<file path="src/rtl/fetch_queue.sv">
// fetch_queue: RV32I instruction fetch front end.
// Owns the fetch PC, issues in-order word requests to instruction memory
// under a credit limit, and buffers returned words (with their PCs) in a
// DEPTH-entry FIFO for decode. A redirect flushes the FIFO and marks every
// in-flight fetch to be discarded when its response comes back.
module fetch_queue #(
    parameter logic [31:0] RESET_PC = 32'h0000_0000,
    parameter int          DEPTH    = 2
) (
    input  logic        clk,
    input  logic        reset_n,
    output logic        imem_req_valid,
    input  logic        imem_req_ready,
    output logic [31:0] imem_req_addr,
    input  logic        imem_rsp_valid,
    input  logic [31:0] imem_rsp_data,
    input  logic        redirect_valid,
    input  logic [31:0] redirect_pc,
    output logic        instr_valid,
    input  logic        instr_ready,
    output logic [31:0] instr,
    output logic [31:0] instr_pc
);
    localparam int          CW  = $clog2(DEPTH) + 1;
    localparam int          AW  = $clog2(DEPTH);
    localparam logic [31:0] NOP = 32'h0000_0013;

    logic [31:0]   fetch_pc;
    logic [31:0]   rsp_pc;
    logic [CW-1:0] count;
    logic [CW-1:0] outstanding;
    logic [CW-1:0] drop;
    logic [AW-1:0] head;
    logic [AW-1:0] tail;
    logic [31:0]   data_q [DEPTH];
    logic [31:0]   pc_q   [DEPTH];

    logic [CW:0]   inflight;
    logic          accept;
    logic          rsp_ok;
    logic          rsp_keep;
    logic          pop;
    logic [CW-1:0] out_next;
    logic [31:0]   redirect_tgt;

    // Credit check, handshakes and next outstanding count.
    // Every queued entry plus every in-flight fetch (dropped or not) holds a
    // credit, so an accepted response always has a free slot.
    always_comb begin
        inflight       = {1'b0, count} + {1'b0, outstanding};
        imem_req_valid = reset_n && (inflight < (CW+1)'(DEPTH)) && !redirect_valid;
        imem_req_addr  = fetch_pc;
        accept         = imem_req_valid && imem_req_ready;
        // A response with nothing outstanding is a protocol error and is ignored;
        // this also discards late responses to requests issued before a reset.
        rsp_ok         = imem_rsp_valid && (outstanding != '0);
        rsp_keep       = rsp_ok && (drop == '0) && !redirect_valid;
        instr_valid    = (count != '0);
        pop            = instr_valid && instr_ready && !redirect_valid;
        out_next       = outstanding + CW'(accept) - CW'(rsp_ok);
        // Masking keeps every redirect_pc bit in use while forcing word alignment.
        redirect_tgt   = redirect_pc & 32'hFFFF_FFFC;
        instr          = instr_valid ? data_q[head] : NOP;
        instr_pc       = instr_valid ? pc_q[head]   : 32'h0;
    end

    // Control state: PCs, counters, FIFO pointers; redirect overrides everything.
    always_ff @(posedge clk) begin
        if (!reset_n) begin
            fetch_pc    <= RESET_PC;
            rsp_pc      <= RESET_PC;
            count       <= '0;
            outstanding <= '0;
            drop        <= '0;
            head        <= '0;
            tail        <= '0;
        end else begin
            outstanding <= out_next;
            if (redirect_valid) begin
                // Everything still in flight after this cycle belongs to the old path.
                fetch_pc <= redirect_tgt;
                rsp_pc   <= redirect_tgt;
                count    <= '0;
                head     <= '0;
                tail     <= '0;
                drop     <= out_next;
            end else begin
                if (accept)
                    fetch_pc <= fetch_pc + 32'd4;
                if (rsp_ok && (drop != '0))
                    drop <= drop - CW'(1);
                if (rsp_keep) begin
                    tail   <= tail + AW'(1);
                    rsp_pc <= rsp_pc + 32'd4;
                end
                if (pop)
                    head <= head + AW'(1);
                count <= count + CW'(rsp_keep) - CW'(pop);
            end
        end
    end

    // FIFO storage: no reset needed, contents are qualified by count.
    always_ff @(posedge clk) begin
        if (reset_n && rsp_keep) begin
            data_q[tail] <= imem_rsp_data;
            pc_q[tail]   <= rsp_pc;
        end
    end
endmodule

</file>
<file path="config.mk">
export PLATFORM = sky130hd
export DESIGN_NAME = fetch_queue
export DESIGN_NICKNAME = d
export VERILOG_FILES = /design/src/rtl/fetch_queue.sv
export SDC_FILE = /design/constraint.sdc
export NUM_CORES = 1
export LEC_CHECK = 0
export ABC_CLOCK_PERIOD_IN_PS = 8500
export CORE_ASPECT_RATIO = 1.75
export CORE_UTILIZATION = 52
export CTS_BUF_LIST = sky130_fd_sc_hd__clkbuf_4 sky130_fd_sc_hd__clkbuf_8 sky130_fd_sc_hd__clkbuf_16
export DETAILED_ROUTE_END_ITERATION = 16
export PLACE_DENSITY = 0.8
export REMOVE_ABC_BUFFERS = 1
export SYNTH_ARGS = -nofsm -noshare
export SYNTH_HDL_FRONTEND = slang
export SYNTH_SLANG_ARGS = --single-unit
</file>
<file path="constraint.sdc">
create_clock -name clk -period 8.5 [get_ports clk]
set_input_delay 1.7 -clock clk [delete_from_list [all_inputs] [get_ports clk]]
set_output_delay 1.7 -clock clk [all_outputs]
set_load 0.01 [all_outputs]
</file>
==> results.py <==
metrics = {
    "status": {
        "status": "completed",
    },
    "cts": {
        "root_buffer": "clkbuf_16",
        "ctsLongestPathBuffers": 2,
        "ctsResizeCount": 0,
        "cts_tree": "built",
        "clock-sinks": 193,
        "clk_pin_slew_ps": 60,
        "cts-htree-levels": 4,
        "cts_made_buffers": 17,
        "hold_buffers": 0,
        "post-cts-setup-buffers": 0,
        "insertion_delay_ps": 430,
    },
    "job": {
        "drv_cap": 0,
    },
    "sta": {
        "period_minus_slack_ps": 5500,
        "finClkSkew_ps": 15.9,
        "fin_tns_setup_ps": 0,
        "finalCritPeriodShare_pct": 64.7,
        "rsz0062_at_grt": "false",
        "max-slew-margin-rel_pct": 21.7,
        "hold_viol": 0,
        "tightest_slew_ps": 1170,
        "fmaxAchievable_mhz": 182,
        "slew_violations": 0,
        "setup_viol": 0,
    },
    "yosys": {
        "yosysSeqAreaShare_pct": 59.4,
        "yosys_warnings": 0,
        "yosys-top-cells-area": "edfxtp_1, dfxtp_1, mux2i_1",
        "synth_seq_cells": 193,
        "async_reset_ff_share_pct": 0,
        "yosysUniqueCellTypes": 60,
        "synth_edf_count": 124,
        "netlist.area_leader.share_pct": 43.3,
        "syn_avg_cell_area_um2": 11.5,
        "ys.flop_type": "edfxtp_1",
        "syn_inst": 747,
        "syn_area_um2": 8600,
        "yosysTopAreaCell": "edfxtp_1",
    },
    "power": {
        "switching_share_pct": 24.6,
        "intPower_w": 0.00163,
        "p_leak_nw": 3.55,
        "power_frac_clock_pct": 37.0,
        "switchingPower_w": 0.000531,
        "max-vdd-ir-drop_uv": 128,
        "p_comb_share_pct": 12.2,
        "power_density_nw_per_um2": 197,
        "pwr-share-seq_pct": 50.8,
    },
    "grt": {
        "gr-total-overflow": 0,
        "grt_pass1_wl_um": 30900,
        "globalRouteTotalUtil_pct": 23.4,
        "grt_max_degree": 74,
        "grt_pass1_vias": 6171,
        "antenna_found_initial": 0,
    },
    "placement": {
        "placed_area_um2": 10300,
        "hpwl_um": 13300,
        "placed_cells": 1062,
        "portBuffers": 161,
        "gp_congestion": 0.896,
    },
    "setup_path": {
        "cp.required_ps": 6800,
        "path_cells": "clkdlybuf4s50_1 -> buf_4 -> nand2b_1 -> nor3_1 -> clkdlybuf4s50_1",
        "slowest_delay_ps": 600,
        "cp_common_cell": "clkdlybuf4s50_1",
        "arrival_ps": 3800,
        "critical_path_class": "input pin to primary output",
        "critPathMaxFanout": 44,
        "end_kind": "primary output",
        "start_kind": "input pin",
        "slowest_stage": "clkdlybuf4s50_1",
    },
    "die": {
        "die_area_um2": 17100,
        "dieHeight_um": 172,
        "core_area_um2": 16000,
        "io_pins": 168,
        "die_w_um": 99.2,
        "row_count": 61,
        "start_util_pct": 53.7,
    },
    "routing": {
        "vias": 6474,
        "routed_wl_um": 19800,
        "dr.pass1.iters": 5,
        "avgRoutedWirePerCell_um": 18.1,
        "vias_per_cell": 5.92,
        "drt_iter0_drc": 416,
        "ant_nets": 0,
        "route.detailed.drc": 0,
    },
    "final_layout": {
        "final_cells": 1094,
        "antennaDiodeCount": 0,
        "area.growth.synth_to_final_pct": 27.2,
        "design_area_um2": 10900,
        "drive_above_1_share_pct": 5.75,
        "fin_nets": 970,
    },
    "hold_path": {
        "hold_path.class": "flop to flop",
    },
}
==> cell usage in the layout, fill, tap and decap left out, types with 3 or more instances in the layout <==
cell type and count:
o311a_1 4, conb_1 4, a31oi_1 18, inv_1 15, a21oi_1 27, and4_1 16
dfxtp_1 68, nor3_1 14, o41ai_1 3, clkbuf_16 17, or4_1 6, xor2_1 11
o21ai_0 36, nand2b_1 5, and3_1 11, and2_1 4, clkinv_4 3, nor2b_1 6
o31ai_1 6, nand3_1 22, mux2i_1 63, xnor2_1 18, ha_1 7, inv_6 3
clkdlybuf4s50_1 161, o31a_1 4, edfxtp_1 124, or3_1 10, a311oi_1 4, a211oi_1 8
nor4_1 17, nand2_1 32, nand4_1 22, buf_4 8, nor2_1 80
==> logic make-up (layout without fill, tap and decap cells) <==
logic type | Yosys count | in the layout | synth area share (%)
simple gates | 264 | 264 | 16.6
mux | 64 | 64 | 7.46
buf+inv | 62 | 217 | 3.01
flops | 193 | 193 | 59.4
xor+xnor | 29 | 29 | 2.95
other cells | 1 | 4 | 0.0436
compound gates | 126 | 126 | 9.34
fa+ha+maj | 8 | 8 | 1.25
==> metal layers <==
layer,wire length (um),vias to the layer above,GRT usage (%)
li1,-,3123,-
met1,7450,3041,25.3
met2,10500,255,42.9
met3,1020,55,4.28
met4,848,0,12.9
met5,0,-,0
==> per-stage QoR <==
step | power (W) | utilization [%] | setup slack (ps) | hold slack [ps]
6_report | 0.00216 | 68.3 | 3000 | 488
4_1_cts | 0.00217 | 68.3 | 2980 | 483
2_1_floorplan | 0.00124 | - | 1620 | 432
3_5_place_dp | 0.00137 | 64.5 | 2980 | 468
3_3_place_gp | 0.00136 | 64.5 | 2920 | 449
5_1_grt | 0.00224 | 68.3 | 2880 | 497
==> path summary, 6_finish.rpt <==
| kind | startpoint | to | slack (ps) | cells past startpoint |
|---|---|---|---|---|
| setup / recovery | reset_n | imem_req_valid | 3000 | 5 |
| hold / removal | rsp_pc[31] | pc_q[1][31] | 490 | 0 |
| hold reg to reg | rsp_pc[31] | pc_q[1][31] | 490 | 0 |
| setup reg to reg | outstanding[0] | drop[1] | 5330 | 11 |
==> power groups by stage <==
| stage | clock, W | combinational, W | sequential, W |
|---|---|---|---|
| after detailed placement | 0 | 0.000260 | 0.00111 |
| after global routing | 0.000850 | 0.000285 | 0.00110 |
| final | 0.000799 | 0.000263 | 0.00109 |
| after floorplan | 0 | 0.000135 | 0.00111 |
| after global placement | 0 | 0.000253 | 0.00111 |
| after CTS | 0.000813 | 0.000264 | 0.00109 |
==> critical path: cells and delay by family <==
family	cells	cell delay, ps
buffers and inverters	3	1400
and+or+nand+nor	2	670
==> flip-flops by register name, summed over array words and instances, names as in the netlist, named ones only <==
name and flops:
count 2, data_q 64, drop 2, head 1
imem_req_addr 30, outstanding 2, pc_q 60, rsp_pc 30
tail 1
==> cell usage after synthesis (6+ instances only) <==
cell type    n
a21oi_1     27
edfxtp_1   124
ha_1         7
and4_1      16
and3_1      11
inv_1       16
nor2b_1      6
nor4_1      17
dfxtp_1     69
or4_1        6
o31ai_1      6
a31oi_1     18
xnor2_1     18
nand2_1     32
mux2i_1     63
nand3_1     22
o21ai_0     36
nand4_1     22
nor3_1      16
nor2_1      81
xor2_1      11
a211oi_1     8
or3_1       10
clkbuf_1    33
==> layout make-up <==
type / count / area (um2)
inverters: 16 / 60.1
multi-input cells: 495 / 3270
repair buffers: 169 / 1670
well taps: 189 / 236
fillers: 1220 / 5090
flip-flops and latches: 193 / 5110
clock inverters: 13 / 151
clock buffers: 19 / 447
(Power assumes the default switching activity.)
